===== src/rtl/alu_arbiter.sv =====
// alu_arbiter: round-robin share of one combinational alu between two
// requesters, with valid/ready handshakes and a one-entry response register.
//
// Ports:
//   clk, rst_n          clock (rising edge), async active-low reset
//   flush               drop held response, block acceptance this cycle
//   req0_*              execute-stage request (valid/ready, alucode, op1, op2)
//   req1_*              aux/addr-gen request (valid/ready, alucode, op1, op2)
//   alu_alucode/op1/op2 operands driven to the shared alu
//   alu_result/br_taken alu outputs, captured on accept
//   rsp_valid/ready     response handshake
//   rsp_id              requester that issued the held op
//   rsp_result          registered alu_result
//   rsp_br_taken        registered alu_br_taken
module alu_arbiter #(
    parameter int                XLEN      = 32,
    parameter int                CODE_W    = 6,
    parameter logic [CODE_W-1:0] IDLE_CODE = '0,
    parameter logic              PRIO_INIT = 1'b0
) (
    input  logic              clk,
    input  logic              rst_n,
    input  logic              flush,
    input  logic              req0_valid,
    output logic              req0_ready,
    input  logic [CODE_W-1:0] req0_alucode,
    input  logic [XLEN-1:0]   req0_op1,
    input  logic [XLEN-1:0]   req0_op2,
    input  logic              req1_valid,
    output logic              req1_ready,
    input  logic [CODE_W-1:0] req1_alucode,
    input  logic [XLEN-1:0]   req1_op1,
    input  logic [XLEN-1:0]   req1_op2,
    output logic [CODE_W-1:0] alu_alucode,
    output logic [XLEN-1:0]   alu_op1,
    output logic [XLEN-1:0]   alu_op2,
    input  logic [XLEN-1:0]   alu_result,
    input  logic              alu_br_taken,
    output logic              rsp_valid,
    input  logic              rsp_ready,
    output logic              rsp_id,
    output logic [XLEN-1:0]   rsp_result,
    output logic              rsp_br_taken
);

    logic prio;
    logic can_accept;
    logic gnt0;
    logic gnt1;
    logic accept;

    // prio only matters when both requesters contend
    always_comb begin
        gnt0 = req0_valid & (~req1_valid | ~prio);
        gnt1 = req1_valid & (~req0_valid | prio);
    end

    assign can_accept = ~flush & (~rsp_valid | rsp_ready);
    assign req0_ready = can_accept & gnt0;
    assign req1_ready = can_accept & gnt1;
    assign accept     = (req0_valid & req0_ready) | (req1_valid & req1_ready);

    // Mux tracks the grant even while stalled; the result is then ignored.
    always_comb begin
        alu_alucode = IDLE_CODE;
        alu_op1     = '0;
        alu_op2     = '0;
        unique case (1'b1)
            gnt0: begin
                alu_alucode = req0_alucode;
                alu_op1     = req0_op1;
                alu_op2     = req0_op2;
            end
            gnt1: begin
                alu_alucode = req1_alucode;
                alu_op1     = req1_op1;
                alu_op2     = req1_op2;
            end
            default: ;
        endcase
    end

    // rsp_valid is the whole state: EMPTY(0) / FULL(1).
    // Flush clears only the valid bit; payload stays stale.
    always_ff @(posedge clk or negedge rst_n) begin
        if (!rst_n) begin
            rsp_valid    <= 1'b0;
            rsp_id       <= 1'b0;
            rsp_result   <= '0;
            rsp_br_taken <= 1'b0;
            prio         <= PRIO_INIT;
        end else if (flush) begin
            rsp_valid <= 1'b0;
        end else if (accept) begin
            rsp_valid    <= 1'b1;
            rsp_id       <= gnt1;
            rsp_result   <= alu_result;
            rsp_br_taken <= alu_br_taken;
            prio         <= ~gnt1;
        end else if (rsp_ready) begin
            rsp_valid <= 1'b0;
        end
    end

endmodule

===== config.mk =====
export PLATFORM = sky130hd
export DESIGN_NAME = alu_arbiter
export DESIGN_NICKNAME = d
export VERILOG_FILES = /design/src/rtl/alu_arbiter.sv
export SDC_FILE = /design/constraint.sdc
export NUM_CORES = 1
export LEC_CHECK = 0
export CORE_AREA = 2 2 111 113
export DETAILED_ROUTE_END_ITERATION = 8
export DIE_AREA = 0 0 113 115
export SLEW_MARGIN = 10
export SYNTH_ARGS = -nofsm -noshare
export SYNTH_HDL_FRONTEND = slang
export SYNTH_SLANG_ARGS = --single-unit

===== constraint.sdc =====
create_clock -name clk -period 1.9 [get_ports clk]
set_input_delay 0.38 -clock clk [delete_from_list [all_inputs] [get_ports clk]]
set_output_delay 0.38 -clock clk [all_outputs]
set_load 0.1 [all_outputs]

==> metrics <==
Worst Hold Path Cells 1; total of max-cap violations 0; post-route ant nets 0; Crit. End Element primary output; Final Max Tran Viols 0; routed vias 2756; CTS tree done; Yosys reg bits 36; slew margin rel. 0.692; Starting Density 0.182; Clock Pin Slew Worst Setup and Hold Paths 50 ps; Post-Syn Nets 353; RePlAce Congestion 0.747; HP Start rsp_result[4]; die width 113 um; Residual DRC 18; fillcell total 949; cell mode on critical path buf_12; R2R Path Start rsp_valid; fin crit period 2020 ps; Worst Path Required 1520 ps; clock sinks 36; Die Y 115 um; Final Util 0.555; vias per inst 4.45; initial antenna violation count 3; Worst Setup Path Type register to primary output; Pre-Repair DR Iteration Count 6; slowest CP cell dfrtp_1; cts-stage hold buffer count 0; hold path endpoint rsp_result[4]; RSZ-0062 raised after global routing yes; placed cell area 0.00601 mm^2; Mapped Area 0.00215 mm^2; Reg2Reg Depth 4; Detailed Route Iter0 Violations 110; main combinational cell family by area after synthesis compound AO/OA/AOI/OAI gates; warnings from Yosys 0; CTS H-tree lvls 2; setup ws final -117 ps; clock buffer depth 2; Simple-Gate Fraction of Synth Area 0.0362; Sequential Power Share 0.151; CP arrival 1640 ps; CP Max Fanout 21; Logic pwr share 0.721; Compound-Gate Fraction of Synth Area 0.302; post-synthesis mux area share 0.191; critical path's largest stage delay 380 ps; grt total ovfl 0; fin cells 620; Worst Skew 3.76 ps; startpoint class of the critical path register; # port buffers 285; Synth top area share 0.420; Seq/Total Area, Yosys 0.420; post-synth top area cell dfrtp_1; Final Setup Violations 71; Slew @ Worst Pin 463 ps; nets@finish 649; GRT Util Overall 0.170; R2R setup slack 290 ps; Clock Latency Late Sink 270 ps; failing checks DRC, setup timing; hold violation count in the final report 0; post-route cell area 0.00656 mm^2; die area 0.0130 mm^2; status finished with violations; Leakage 2.81 nW; first-pass GRT wire length 17000 um; Area Growth Syn to Fin 206%; total core area 0.0118 mm^2; Distinct cells, synth 21; hpwl dp 9570 um; DP Worst Slack -334 ps; RR Endpoint rsp_result[20]; Rows 40; Adder-Cell Fraction of Synth Area 0; P_int 3.12 mW; Tcrit/Tclk final 1.06; ratio of cells with drive above 1 in the final layout 0.529; largest net degree at the start of global routing 37; final hold slack 506 ps; Ports 286; P_sw 3.28 mW; largest cells by area after synthesis dfrtp_1 (42%), a22o_1 (29%), mux2_2 (12%); hold crit path type register to register; CTS root buf clkbuf_16; cell count after synthesis 174; PwrDens 975 mW/mm^2; xor-xnor portion of the synthesized cell area 0; most frequent cells in the layout clkdlybuf4s50_1 (176), buf_12 (79), a22o_2 (47), buf_4 (39), dfrtp_1 (35); Post-Syn Area per Cell 12.3 um^2; vias in the first global route 2985; commonest non-fill, non-tap cell in the layout clkdlybuf4s50_1; critical path cell sequence buf_6 > a21boi_4 > buf_12 > buf_12 > a22o_2 > buf_12; switching share of power 0.513; Max VDD drop 0.000357 V; CTS Buf Count 5; clock power share 0.128; Post-Route WL 12000 um; dpl cells 602; max frequency 496 MHz; WL/cell 19.3 um
[stage by stage]
stage / TNS [ps] / power [mW]
global route: -10140 / 6.58
global placement: -23280 / 5.38
finish: -6440 / 6.39
floorplan: -275 / 3.78
detailed placement: -25040 / 5.40
CTS: -6410 / 6.39
[cells by family (layout without fill, tap and decap cells)]
| family | Yosys count | in the layout |
|---|---|---|
| mux | 33 | 33 |
| flops | 36 | 36 |
| compound gates | 75 | 75 |
| buf+inv | 20 | 317 |
| other cells | 0 | 2 |
| simple gates | 10 | 10 |
[worst max-delay path by stage]
stage                     from     endpoint  cells after the start  slack (ps)
finish                    prio   alu_op2[7]                      6        -120
floorplan            rsp_valid   req0_ready                      2        -150
detailed placement  req1_valid  alu_op2[13]                      5        -330
global placement    req1_valid  alu_op2[28]                      5        -330
global route              prio   alu_op2[7]                      6        -170
CTS                       prio   alu_op2[5]                      6        -110
[state kept, by name (all words and copies together) (netlist names)]
| name | count |
|---|---|
| rsp_result | 32 |
| prio | 1 |
| rsp_valid | 1 |
| rsp_id | 1 |
| rsp_br_taken | 1 |
[per-layer routing]
metal | GRT usage | wire length [um] | vias to the layer above
li1 | - | - | 1286
met1 | 0.194 | 4460 | 1295
met2 | 0.304 | 6220 | 153
met3 | 0.0633 | 1070 | 20
met4 | 0.0382 | 209 | 2
met5 | 0 | 15 | -
[Yosys cell counts]
cell,instances
a22o_1,70
dfrtp_1,36
mux2_2,23
buf_2,10
mux2_4,10
clkbuf_1,5
buf_6,3
nand2b_1,3
inv_1,2
a21boi_2,1
a21oi_1,1
and2_2,1
nand2_1,1
nor2_1,1
nor2_2,1
nor2b_4,1
nor3_4,1
nor3b_1,1
o21ai_0,1
o22ai_1,1
o31ai_1,1
[area by class of cell]
class	count	area [um^2]	share of cell area
diodes	2	5.00	0.000763
repair buffers	307	3870	0.590
multi-input cells	118	1440	0.219
inverters	2	7.51	0.00115
flip-flops and latches	36	905	0.138
well taps	147	184	0.0281
clock inverters	1	7.51	0.00115
clock buffers	7	143	0.0218
[worst max-delay path: cells and delay by family, from the launching register on]
kind	cells	cell delay, ps
buffers and inverters	4	600
flip-flops	1	380
AO/OA/AOI/OAI	2	360
[power by group through the flow]
stage	Clock [mW]	Sequential, mW	Combinational (mW)
floorplan	0	1.88	1.90
global placement	0	0.974	4.40
detailed placement	0	0.981	4.41
CTS	0.841	0.969	4.58
global route	0.874	0.985	4.72
finish	0.816	0.967	4.61
[repair_timing]
item                       4_1_cts  5_1_grt
resized for setup               31        5
setup buffers                    2        0
setup endpoints to repair       71       72
gates cloned                     3        3
pin swaps                        1        0
No activity file was read; power rests on OpenSTA's default activity.
